$ cat src/rtl/midi_pkg.sv
// -----------------------------------------------------------------------------
// midi_pkg
// Shared definitions for the MIDI serial receive path: receiver FSM states,
// default bit rate, oversampling factor, System Real-Time byte range and
// small helper functions (majority vote, tick divider calculation).
// -----------------------------------------------------------------------------
package midi_pkg;

    typedef enum logic [2:0] {
        ST_IDLE      = 3'd0,
        ST_START     = 3'd1,
        ST_DATA      = 3'd2,
        ST_STOP      = 3'd3,
        ST_WAIT_IDLE = 3'd4
    } rx_state_t;

    localparam int unsigned MIDI_BAUD  = 32'd31250;
    localparam int unsigned OVERSAMPLE = 32'd16;

    // System Real-Time messages occupy 8'hF8..8'hFF.
    localparam logic [7:0] RT_MIN = 8'hF8;
    localparam logic [7:0] RT_MAX = 8'hFF;

    // Oversample phases (value of ph after the tick advances it).
    localparam logic [3:0] PH_SAMPLE_A = 4'd7;
    localparam logic [3:0] PH_SAMPLE_B = 4'd8;
    localparam logic [3:0] PH_DECIDE   = 4'd9;

    // Two-out-of-three majority vote.
    function automatic logic maj3(input logic a, input logic b, input logic c);
        return (a & b) | (a & c) | (b & c);
    endfunction

    // Rounded clock divider giving one tick per oversample period.
    function automatic int unsigned calc_div(input int unsigned clk_hz,
                                             input int unsigned baud,
                                             input int unsigned ovs);
        return (clk_hz + ((baud * ovs) / 32'd2)) / (baud * ovs);
    endfunction

endpackage

$ cat src/rtl/midi_rx_tick_gen.sv
// -----------------------------------------------------------------------------
// midi_rx_tick_gen
// Free-running divider that emits a one-cycle tick every pDiv clocks. A
// synchronous clear restarts the count so the tick phase can be aligned to an
// external event (the start edge of a frame). Usable by a transmitter as well.
// Ports:
//   iCLK  clock
//   iRST  synchronous active-high reset
//   iClr  synchronous counter clear
//   oTick one-cycle tick, every pDiv cycles after the last clear
// -----------------------------------------------------------------------------
module midi_rx_tick_gen #(
    parameter int unsigned pDiv = 32'd100
) (
    input  logic iCLK,
    input  logic iRST,
    input  logic iClr,
    output logic oTick
);

    localparam int unsigned     LP_CW  = (pDiv > 32'd1) ? $clog2(pDiv) : 32'd1;
    localparam logic [LP_CW-1:0] LP_TOP = LP_CW'(pDiv - 32'd1);

    logic [LP_CW-1:0] r_cnt;

    // A clear cycle never produces a tick, so the first tick after a clear
    // is always a full period later.
    assign oTick = (r_cnt == LP_TOP) && !iClr;

    // Divider counter: wraps at pDiv-1, restarts on reset or clear.
    always_ff @(posedge iCLK) begin
        if (iRST || iClr) begin
            r_cnt <= '0;
        end else if (r_cnt == LP_TOP) begin
            r_cnt <= '0;
        end else begin
            r_cnt <= r_cnt + LP_CW'(1);
        end
    end

endmodule

$ cat src/rtl/midi_uart_rx.sv
// -----------------------------------------------------------------------------
// midi_uart_rx
// MIDI IN byte receiver: 16x oversampling, 3-sample majority vote per bit,
// one-cycle byte strobe for the downstream decoder, framing-error pulse.
// Optional build macro: MIDI_RT_FILTER_EN -- when defined, System Real-Time
// bytes (8'hF8..8'hFF) are swallowed (no strobe, oMidiRd not updated).
// Ports:
//   iCLK      system clock
//   iRST      synchronous active-high reset
//   iMidiRx   asynchronous serial input, idle high
//   oMidiRd   last received byte (LSB first on the wire)
//   oMidiRe   one-cycle strobe, oMidiRd valid in that cycle
//   oFrameErr one-cycle pulse on a bad stop bit
//   oRxBusy   high while a frame is in progress
// -----------------------------------------------------------------------------
module midi_uart_rx
    import midi_pkg::*;
#(
    parameter int unsigned pSysClk     = 32'd50_000_000,
    parameter int unsigned pBaud       = MIDI_BAUD,
    parameter int unsigned pOverSample = OVERSAMPLE
) (
    input  logic       iCLK,
    input  logic       iRST,
    input  logic       iMidiRx,
    output logic [7:0] oMidiRd,
    output logic       oMidiRe,
    output logic       oFrameErr,
    output logic       oRxBusy
);

    localparam int unsigned LP_DIV = calc_div(pSysClk, pBaud, pOverSample);

    logic       r_sync1;
    logic       r_sync2;
    rx_state_t  r_state;
    logic [3:0] r_ph;
    logic [2:0] r_bit_idx;
    logic       r_s7;
    logic       r_s8;
    logic [7:0] r_shift;
    logic [3:0] r_idle_cnt;
    logic [7:0] r_rd;
    logic       r_re;
    logic       r_ferr;

    logic       w_rx;
    logic       w_tick;
    logic       w_clr;
    logic [3:0] w_ph_nxt;
    logic       w_decide;
    logic       w_vote;
    logic       w_fwd;

    assign w_rx     = r_sync2;
    // Align the oversample phase to the detected start edge.
    assign w_clr    = (r_state == ST_IDLE) && !w_rx;
    assign w_ph_nxt = r_ph + 4'd1;
    assign w_decide = w_tick && (w_ph_nxt == PH_DECIDE);
    assign w_vote   = maj3(r_s7, r_s8, w_rx);

`ifdef MIDI_RT_FILTER_EN
    assign w_fwd = (r_shift < RT_MIN);
`else
    assign w_fwd = 1'b1;
`endif

    assign oMidiRd   = r_rd;
    assign oMidiRe   = r_re;
    assign oFrameErr = r_ferr;
    assign oRxBusy   = (r_state != ST_IDLE);

    midi_rx_tick_gen #(
        .pDiv (LP_DIV)
    ) u_tick (
        .iCLK  (iCLK),
        .iRST  (iRST),
        .iClr  (w_clr),
        .oTick (w_tick)
    );

    // Two-stage synchronizer on the asynchronous line, reset to idle level.
    always_ff @(posedge iCLK) begin
        if (iRST) begin
            r_sync1 <= 1'b1;
            r_sync2 <= 1'b1;
        end else begin
            r_sync1 <= iMidiRx;
            r_sync2 <= r_sync1;
        end
    end

    // Receive FSM with phase counter, bit sampling and registered outputs.
    always_ff @(posedge iCLK) begin
        if (iRST) begin
            r_state    <= ST_IDLE;
            r_ph       <= 4'd0;
            r_bit_idx  <= 3'd0;
            r_s7       <= 1'b1;
            r_s8       <= 1'b1;
            r_shift    <= 8'h00;
            r_idle_cnt <= 4'd0;
            r_rd       <= 8'h00;
            r_re       <= 1'b0;
            r_ferr     <= 1'b0;
        end else begin
            r_re   <= 1'b0;
            r_ferr <= 1'b0;
            if (w_tick && (r_state != ST_IDLE)) begin
                r_ph <= w_ph_nxt;
                if (w_ph_nxt == PH_SAMPLE_A) r_s7 <= w_rx;
                if (w_ph_nxt == PH_SAMPLE_B) r_s8 <= w_rx;
            end
            case (r_state)
                ST_IDLE: begin
                    if (!w_rx) begin
                        r_state <= ST_START;
                        r_ph    <= 4'd0;
                    end
                end
                ST_START: begin
                    // A start bit that votes high was only a glitch.
                    if (w_decide) begin
                        if (w_vote) begin
                            r_state <= ST_IDLE;
                        end else begin
                            r_state   <= ST_DATA;
                            r_bit_idx <= 3'd0;
                        end
                    end
                end
                ST_DATA: begin
                    if (w_decide) begin
                        r_shift <= {w_vote, r_shift[7:1]};
                        if (r_bit_idx == 3'd7) begin
                            r_state <= ST_STOP;
                        end else begin
                            r_bit_idx <= r_bit_idx + 3'd1;
                        end
                    end
                end
                ST_STOP: begin
                    // Leave at the stop-bit midpoint so a back-to-back start
                    // edge is caught from IDLE.
                    if (w_decide) begin
                        if (w_vote) begin
                            if (w_fwd) begin
                                r_rd <= r_shift;
                                r_re <= 1'b1;
                            end
                            r_state <= ST_IDLE;
                        end else begin
                            r_ferr     <= 1'b1;
                            r_idle_cnt <= 4'd0;
                            r_state    <= ST_WAIT_IDLE;
                        end
                    end
                end
                ST_WAIT_IDLE: begin
                    // Require one full bit time of idle before re-arming.
                    if (w_tick) begin
                        if (!w_rx) begin
                            r_idle_cnt <= 4'd0;
                        end else if (r_idle_cnt == 4'd15) begin
                            r_idle_cnt <= 4'd0;
                            r_state    <= ST_IDLE;
                        end else begin
                            r_idle_cnt <= r_idle_cnt + 4'd1;
                        end
                    end
                end
                default: begin
                    r_state <= ST_IDLE;
                end
            endcase
        end
    end

endmodule

$ cat config.mk
export PLATFORM = sky130hd
export DESIGN_NAME = midi_uart_rx
export DESIGN_NICKNAME = d
export VERILOG_FILES = /design/src/rtl/midi_pkg.sv /design/src/rtl/midi_rx_tick_gen.sv /design/src/rtl/midi_uart_rx.sv
export SDC_FILE = /design/constraint.sdc
export NUM_CORES = 1
export LEC_CHECK = 0
export ABC_AREA = 0
export BUFFER_PORTS_ARGS = -buffer_cell sky130_fd_sc_hd__buf_4
export CAP_MARGIN = 20
export CORE_MARGIN = 1.5
export CORE_UTILIZATION = 54
export DETAILED_ROUTE_END_ITERATION = 16
export GPL_ROUTABILITY_DRIVEN = 0
export HOLD_SLACK_MARGIN = 0.08
export PLACE_DENSITY = 0.77
export SETUP_SLACK_MARGIN = 0.05
export SKIP_LAST_GASP = 1
export SYNTH_ARGS = -nofsm -noshare
export SYNTH_HDL_FRONTEND = slang
export SYNTH_HIERARCHICAL = 1
export SYNTH_SLANG_ARGS = --single-unit
$ cat constraint.sdc
create_clock -name iCLK -period 2.05 [get_ports iCLK]
set_clock_uncertainty 0.2 [all_clocks]
set_input_delay 0 -clock iCLK [delete_from_list [all_inputs] [get_ports iCLK]]
set_output_delay 0 -clock iCLK [all_outputs]
set_load 0.05 [all_outputs]
[After elaboration in Yosys (flattened, before gate mapping)]
Cells that the tools add are included.
Storage, ports and cells
  bits in registers: 43
Cells by class
  reduce and logical (&&, ||, !) cells: 20
  eq/ne operators: 21
  multiplexer cells: 27
  bitwise operators: 7
  $add $sub $neg: 4
Operator list (count)
  3-bit two-way mux: 13
  4-bit two-way mux: 8
  2-bit inequality test (second input constant): 11
  3-bit case mux with 5 select lines: 1
  4-bit == test (second input constant): 3
  4-bit by 1-bit adder with 4-bit output (second input constant): 2
  4-bit case mux with 2 select lines: 1
  8-bit AND reduction: 1
  7-bit by 1-bit adder with 7-bit output (second input constant): 1
  7-bit == test (second input constant): 1
  3-bit by 2-bit == test with 1-bit output (second input constant): 2
  3-bit == test (second input constant): 2
  3-bit case mux with 2 select lines: 1
  2-bit AND reduction: 3
  5-bit AND reduction: 1
  4-bit by 3-bit == test with 1-bit output (second input constant): 1
  1-bit logical AND: 4
  4-bit AND reduction: 1
  2-bit nonzero test: 2
  3-bit by 1-bit adder with 3-bit output (second input constant): 1
  1-bit bitwise AND: 3
  3-bit by 1-bit == test with 1-bit output (second input constant): 1
  3-bit zero test: 1
  3-bit AND reduction: 1
  other kinds (9): 13

[Depth between registers and ports, before layout]
Gate-level depths: netlist of run 1.
  word-level depth: 8
  depth in mapped cells: 9
  gate-level depth less buffers: 7

[By module]
The synthesis of run 1 kept the hierarchy.
By module, submodules not included
  midi_uart_rx: cells each 207, area an instance 1888.1 um^2, sequential area each 720.7 um^2, instances 1
  midi_rx_tick_gen: cells each 34, area an instance 312.8 um^2, sequential area each 140.1 um^2, instances 1

[Least setup slack after synthesis of run 1]
No wires, ideal clock.
  kind: flip-flop to flip-flop
  start: reg r_state[1]
  end: reg r_rd[0], in the netlist oMidiRd[0]
  period minus slack after synthesis: 2.565 ns
  setup slack: -0.515 ns
  arrival time: 2.293 ns
  path buffers: 1
  cell stages (with the launch flop): 9
  required time: 1.778 ns
  cells stage by stage: dfxtp_1 -> buf_2 -> or3_1 -> nor2_1 -> nor3_1 -> and4bb_2 -> nand2_1 -> a21oi_4 -> mux2i_1
On the way
  word-level cells in the longest chain between the ends: 6
  elaborated cells between the ends (all ways): 7
  those cells by class: 1 x eq/ne; 6 x reduce/logical
Ends and longest elaborated chain
  start: declaration: line midi_uart_rx.sv:36  | rx_state_t r_state;
  start signal: assignment: line midi_uart_rx.sv:96  | r_state <= ST_IDLE;
  start signal: assignment: line midi_uart_rx.sv:117  | r_state <= ST_START;
  start signal: assignment: line midi_uart_rx.sv:125  | r_state <= ST_IDLE;
  3-bit zero test: line midi_uart_rx.sv:57  | assign w_clr = (r_state == ST_IDLE) && !w_rx;
  1-bit logical AND: line midi_uart_rx.sv:57
  net w_clr: line midi_uart_rx.sv:49  | logic w_clr;
  1-bit zero test: line midi_rx_tick_gen.sv:28  | assign oTick = (r_cnt == LP_TOP) && !iClr;
  1-bit logical AND: line midi_rx_tick_gen.sv:28
  net w_tick: line midi_uart_rx.sv:48  | logic w_tick;
  1-bit logical AND: line midi_uart_rx.sv:59  | assign w_decide = w_tick && (w_ph_nxt == PH_DECIDE);
  3-bit AND reduction (no line)
  end signal: assignment: line midi_uart_rx.sv:148  | r_rd <= r_shift;
  end: declaration: line midi_uart_rx.sv:43  | logic [7:0] r_rd;
The timed path passes the listed nets, and every way through them passes these cells.
A chain may end at the register's enable or synchronous reset.

[Worst setup path in the final report of run 1]
  start: reg r_state[1]
  end: reg r_shift[6]
On the way
  word-level cells in the longest chain between the ends: 6
  elaborated cells between the ends (all ways): 7
  those cells by class: 1 x eq/ne; 6 x reduce/logical
Ends and longest elaborated chain
  3-bit zero test: line midi_uart_rx.sv:57
  1-bit logical AND: line midi_uart_rx.sv:57
  net w_clr: line midi_uart_rx.sv:49
  1-bit zero test: line midi_rx_tick_gen.sv:28
  1-bit logical AND: line midi_rx_tick_gen.sv:28
  net w_tick: line midi_uart_rx.sv:48
  1-bit logical AND: line midi_uart_rx.sv:59
  2-bit AND reduction (no line)
  end signal: assignment: line midi_uart_rx.sv:134  | r_shift <= {w_vote, r_shift[7:1]};
  end: declaration: line midi_uart_rx.sv:41  | logic [7:0] r_shift;
The timed path passes the listed nets, and every way through them passes these cells.

==> metrics.md, run 1 <==
| Metric | Value |
|---|---|
| Slowest stage delay, CP | `roughly 0.40 ns` |
| Relative slew slack | `57.2%` |
| Crit-path max FO | `11` |
| Synthesis-to-layout area growth | `26.8%` |
| Syn Nets | `~250` |
| Total Neg Setup Slack | `-0.0222 ns` |
| VDD IR-drop max | `412 µV` |
| Cell taking the most area after synthesis | `dfxtp_1` |
| Failing checks | `negative setup slack` |
| RSZ-0062 raised after global routing | `true` |
| Synth area leaders | `dfxtp_1 39%, nand2b_1 6.3%, mux2i_1 5.5%, ha_1 4.5%, o211ai_1 4.4%` |
| Startpoint Class | `flop` |
| Via density per instance | `~5.5` |
| Initial Util | `55.4%` |
| Clk_lat worst skew | `around 0.30 ns` |
| Finished Layout Cells | `330` |
| Post-Place Worst Slack | `-0.109 ns` |
| Synth warn | `6` |
| Vias in the first global route | `1679` |
| NumNets Final | `290` |
| FF-to-FF Start | `r_state[1]$_SDFFE_PP0P_` |
| Critical path depth | `8` |
| H-tree depth | `2` |
| Crit. Startpoint | `r_state[1]$_SDFFE_PP0P_` |
| Commonest cells in the netlist | `43 x dfxtp_1, 22 x nand2b_1, 22 x nor2_1` |
| DRT Wirelength | `4.40 mm` |
| Crit path max-delay family | `simple AND/OR/NAND/NOR gates` |
| Worst setup margin | `-0.0135 ns` |
| Type of the tightest min-delay check | `reg -> reg` |
| Post-synthesis sequential area ratio | `between 30% and 40%` |
| Full die area | `4470 µm²` |
| Worst Max-Slew Pin Slew | `about 0.64 ns` |
| Core Region | `3970 µm²` |
| Top achievable clock speed | `between 400 and 500 MHz` |
| Global-route wire length before repair | `just over 7 mm` |
| Critical path, cell by cell | `or3_4 > nor2_4 > nor3_4 > and4bb_2 > and2_4 > buf_6 > o211ai_1 > a21oi_1` |
| All-Layer GR Usage | `21.6%` |
| Remaining DRCs | `0` |
| Cell count of the worst reg-to-reg path | `8` |
| CP max-delay cell | `or3_4` |
| Setup slack, reg-to-reg | `-0.01 ns` |
| Post-DP Area | `2580 µm²` |
| Clock Sinks | `43` |
| Crit path time final | `2.06 ns` |
| DR pass1 iterations | `4` |
| Power Density | `between 500 and 600 nW/µm²` |
| Port Buf Inserts | `13` |
| Status | `finished, violations left` |
| Top Ports | `14` |
| Hold_ws | `~0.23 ns` |
| Fillers | `between 300 and 400` |
| Clk root buf | `clkbuf_8` |
| Pins over their slew limit | `0` |
| Final Hold Viols | `0` |
| Post-synthesis cell area | `roughly 2200 µm²` |
| Fin area | `between 2000 and 3000 µm²` |
| Antenna viol nets, final | `0` |
| Worst R2R End | `r_shift[6]$_SDFFE_PP0P_` |
| Die span in x | `about 67 µm` |
| Placed Cells | `approximately 320` |
| Cells after Synth | `about 240` |
| Setup CP Type | `reg -> reg` |
| Syn avg cell area | `between 9 and 10 µm²` |
| Seq cells post-synth | `between 40 and 50` |
| Avg WL per Cell | `between 10 and 15 µm` |
| Via count | `around 1.8k` |
| CP Buf/Inv Count | `1` |
| Ys async rst share | `0%` |
| Initial antenna violation count | `0` |
| Pleak | `approximately 0.98 nW` |
| Max cap viols | `0` |
| Worst setup EP type | `flop` |
| DP Wirelength | `just over 3 mm` |
| CP Data Arrival Time | `about 2 ns` |
| Worst EP required | `about 2 ns` |
| Max Buffers Root-to-Sink | `2` |
| Ant. Diodes | `0` |
| Die extent in y | `about 67 µm` |
| Critical Path Sink | `r_shift[6]$_SDFFE_PP0P_` |
| Row count | `23` |
| Synth cell types | `56` |
| CTS Buf Count | `5` |
| Number of flops mapped to enable cells by yosys | `0` |
| Share of layout cells above drive strength 1 | `between 30% and 40%` |
| Largest net degree at the start of global routing | `between 40 and 50` |
| TritonCTS clock tree | `yes` |
| Drt first-iter violations | `between 40 and 50` |
| Crit share post-route | `101%` |
| GR Overflow Total | `0` |
| Yosys top cell area share | `roughly two fifths` |
| Most common cell in the netlist | `dfxtp_1` |
| Ys flop type | `dfxtp_1` |
| Final setup viols | `3` |
| Clock slew seen by the registers of the worst setup and hold paths | `0.08 ns` |
registers in the layout, indices dropped and copies added, names as in the netlist:
signal and flops:
r_bit_idx 3, oMidiRd 8, r_idle_cnt 4, u_tick/r_cnt 7
r_ph 4, r_s7 1, oFrameErr 1, r_s8 1
r_shift 8, r_sync1 1, oMidiRe 1, r_state 3
r_sync2 1
timing repair:
action,CTS,global route
resized for setup,7,9
pin swaps,5,11
setup buffers,1,2
endpoints found under the hold margin,25,0
endpoints found under the setup margin,27,30
hold buffers,3,0
cell type report:
| cell class | instances | area (µm²) | area share (%) |
|---|---|---|---|
| Tap cell | 50 | 62.6 | 2.24 |
| Clock inverter | 2 | 35.0 | 1.26 |
| Inverter | 9 | 33.8 | 1.21 |
| Multi-Input combinational cell | 177 | 1360 | 48.6 |
| Timing Repair Buffer | 43 | 354 | 12.7 |
| Clock buffer | 6 | 82.6 | 2.96 |
| Sequential cell | 43 | 867 | 31.1 |
cells by family after synthesis:
group / after synthesis / synth area share, %
mux: 12 / 5.46
flops: 43 / 39.1
xor+xnor: 6 / 2.39
simple gates: 96 / 25.0
buf+inv: 21 / 3.98
fa+ha+maj: 9 / 5.06
compound gates: 54 / 19.0
layout by cell type, fill, tap and decap left out, types with 2 or more instances in the layout:
master,instances
dfxtp_1,38
buf_4,36
nand2b_1,22
nor2_1,21
o211ai_1,13
mux2i_1,12
nand3_1,10
a21oi_1,10
inv_1,9
nand2_1,7
ha_1,7
clkbuf_8,6
or2_2,5
dfxtp_2,5
xor2_1,4
a21oi_2,4
o2111ai_2,3
nand4_1,3
o21ai_0,3
dlygate4sd3_1,3
buf_6,3
o31a_1,2
xnor2_1,2
nand2_2,2
nor3b_1,2
o21ai_1,2
nor3_1,2
o31ai_1,2
report_power, final:
part	total, mW	switching [mW]	internal (mW)
Clock	0.683	0.289	0.394
Combinational	0.0831	0.0419	0.0411
Sequential	0.850	0.00714	0.843
Total	1.62	0.338	1.28
through the flow:
step	util (%)	total power, mW
finish	70.3	1.62
global route	70.3	1.68
CTS	69.3	1.63
detailed placement	64.9	0.944
global placement	64.9	0.942
floorplan	-	0.921
worst min-delay path by stage:
stage               cells after the start  slack, ns            endpoint               start
finish                                  1       0.23  r_sync2$_SDFF_PP1_  r_sync1$_SDFF_PP1_
global route                            1       0.25  r_sync2$_SDFF_PP1_  r_sync1$_SDFF_PP1_
CTS                                     1       0.24  r_sync2$_SDFF_PP1_  r_sync1$_SDFF_PP1_
detailed placement                      2    -0.0002  r_sync1$_SDFF_PP1_             iMidiRx
global placement                        2      -0.02  r_sync1$_SDFF_PP1_             iMidiRx
floorplan                               1       -0.1  r_sync1$_SDFF_PP1_             iMidiRx
per-layer routing:
layer / GRT usage (%) / part of all wire, % / vias up
li1: - / - / 935
met1: 24.0 / 45 / 866
met2: 39.5 / 51 / 21
met3: 5.07 / 2.2 / 6
met4: 8.42 / 1.8 / 0
met5: 0 / 0 / -
No activity file was read; power rests on OpenSTA's default activity.
==> inputs of run 2 (changes only) <==
--- a/config.mk
+++ b/config.mk
@@ -14,6 +14,7 @@
 export GPL_ROUTABILITY_DRIVEN = 0
 export HOLD_SLACK_MARGIN = 0.08
 export PLACE_DENSITY = 0.77
+export RECOVER_POWER = 50
 export SETUP_SLACK_MARGIN = 0.05
 export SKIP_LAST_GASP = 1
 export SYNTH_ARGS = -nofsm -noshare
==> run 2 against run 1 <==
  * The run still ends with negative setup slack left
  * Fmax fell by 0.30%
  * Cell count unchanged
  * Critical path type unchanged
  * Sequential power about the same
  * Global-route usage stayed put
  * Hold slack worse by 0.0014 ns
  * Combinational power about the same
  * First-iteration DRC count increased by 2.0%
  * Total power is 0.10% higher
  * Non-clock buffer count unchanged
  * Cell area is 1.3% lower
  * Critical path depth stayed put
  * Largest power group unchanged
==> metrics.md, run 2 (same netlist as run 1, synthesis figures left out) <==
| Metric | Value |
|---|---|
| WHS Path Cells | `1` |
| Share of layout cells above drive strength 1 | `between 20% and 30%` |
| Die extent in y | `around 67 µm` |
| Initial Util | `about 55%` |
| Setup CP Type | `reg -> reg` |
| Core Region | `3970 µm²` |
| Port Buf Inserts | `13` |
| Die span in x | `around 67 µm` |
| Max Buffers Root-to-Sink | `2` |
| Worst setup EP type | `flop` |
| NumNets Final | `between 200 and 300` |
| Pleak | `0.939 nW` |
| Final Hold Viols | `0` |
| Clk_lat worst skew | `about 0.30 ns` |
| Via density per instance | `5.52` |
| Global-route wire length before repair | `just over 7 mm` |
| Largest net degree at the start of global routing | `between 40 and 50` |
| GR Layer Usage met2 | `39.5%` |
| Power Density | `587 nW/µm²` |
| Most frequent cells in the layout | `38 x dfxtp_1, 26 x buf_4, 22 x nand2b_1` |
| CP Data Arrival Time | `roughly 2.0 ns` |
| RSZ-0062 raised after global routing | `true` |
| Via count | `1822` |
| Worst setup margin | `-0.0198 ns` |
| Remaining DRCs | `0` |
| DP Wirelength | `a little over 3 mm` |
| Critical path, cell by cell | `or3_4 > nor2_4 > nor3_4 > and4bb_2 > and2_4 > buf_6 > o211ai_1 > a21oi_1` |
| Crit share post-route | `101%` |
| CTS Buf Count | `5` |
| Most common cell after layout, fill and taps aside | `dfxtp_1` |
| Slowest stage delay, CP | `0.40 ns` |
| Failing checks | `negative setup slack` |
| Synthesis-to-layout area growth | `25.1%` |
| CP max-delay cell | `or3_4` |
| Pins over their slew limit | `0` |
| Max cap viols | `0` |
| Crit path time final | `approximately 2.1 ns` |
| Worst Max-Slew Pin Slew | `0.654 ns` |
| Initial antenna violation count | `0` |
| Clk root buf | `clkbuf_8` |
| DRT Wirelength | `between 4 and 5 mm` |
| VDD IR-drop max | `between 400 and 500 µV` |
| Vias in the first global route | `between 1.5k and 2k` |
| TritonCTS clock tree | `yes` |
| M3 GR Usage | `5.07%` |
| Antenna viol nets, final | `0` |
| Clock slew seen by the registers of the worst setup and hold paths | `about 0.08 ns` |
| H-tree depth | `2` |
| Worst EP required | `between 2 and 2.5 ns` |
| Row count | `23` |
| Cell count of the worst reg-to-reg path | `8` |
| Status | `finished, violations left` |
| Clock Sinks | `43` |
| Crit-path max FO | `11` |
| Ant. Diodes | `0` |
| Post-Place Worst Slack | `-0.109 ns` |
| GR Overflow Total | `0` |
| Final setup viols | `6` |
| All-Layer GR Usage | `between 20 and 25%` |
| Top achievable clock speed | `between 400 and 500 MHz` |
| DR pass1 iterations | `4` |
| Startpoint Class | `flop` |
| Avg WL per Cell | `about 13 µm` |
| Type of the tightest min-delay check | `reg -> reg` |
| Met1 usage | `around a quarter` |
| Top Ports | `14` |
| Total Neg Setup Slack | `-0.0519 ns` |
| Full die area | `~4500 µm²` |
| Grt peak-use layer | `met2` |
| Drt first-iter violations | `50` |
| Relative slew slack | `approximately 56%` |
[run 2: changes by cell type in the layout (fill, tap and decap cells not counted)]
cell	previous run	this run
clkbuf_1	0	10
buf_4	36	26
[run 2: worst paths after layout]
path / slack [ns] / start / to
worst max-delay path: -0.02 / r_state[1]$_SDFFE_PP0P_ / r_shift[6]$_SDFFE_PP0P_
worst min-delay path: 0.23 / r_sync1$_SDFF_PP1_ / r_sync2$_SDFF_PP1_
worst max register to register: -0.02 / r_state[1]$_SDFFE_PP0P_ / r_shift[6]$_SDFFE_PP0P_
worst min register to register: 0.23 / r_sync1$_SDFF_PP1_ / r_sync2$_SDFF_PP1_
[run 2: critical path, delay by kind of cell (launching register included)]
kind,cells,cell delay [ns]
AOI/OAI and AO/OA,2,0.25
buffers and inverters,1,0.14
DFF,1,0.32
and+or+nand+nor,5,1.02
[run 2: final cells by class]
type,instances,area [µm²]
clock buffers,6,82.6
multi-input cells,177,1360
clock inverters,2,35.0
well taps,50,62.6
inverters,9,33.8
fillers,318,1220
flip-flops and latches,43,867
repair buffers,43,317
[run 2: layer usage]
layer / vias to the layer above / routed length [µm]
met5: - / 0
met2: 19 / 2250
met4: 0 / 84
met3: 7 / 94
li1: 936 / -
met1: 860 / 1990
[run 2: what timing repair did]
| action | 4_1_cts | 5_1_grt |
|---|---|---|
| hold buffers | 3 | 0 |
| hold endpoints to repair | 25 | 0 |
| pin swaps | 5 | 11 |
| setup endpoints to repair | 27 | 30 |
| resized for setup | 7 | 9 |
| buffers inserted | 1 | 2 |
| cloned | 0 | 0 |
[run 2: where the power goes]
part	internal (mW)	switching, mW
Combinational	0.0411	0.0421
Clock	0.394	0.290
Sequential	0.843	0.00720
[run 2: metrics by stage]
step | std cells | util, % | area, µm² | total power [mW] | hold slack, ns
detailed placement | 317 | 64.9 | 2580 | 0.944 | -0.000213
floorplan | 241 | - | 2290 | 0.921 | -0.0962
CTS | 329 | 69.3 | 2750 | 1.63 | 0.236
global route | 330 | 69.3 | 2750 | 1.68 | 0.248
global placement | 317 | 64.9 | 2580 | 0.942 | -0.0161
finish | 330 | 69.3 | 2750 | 1.62 | 0.229
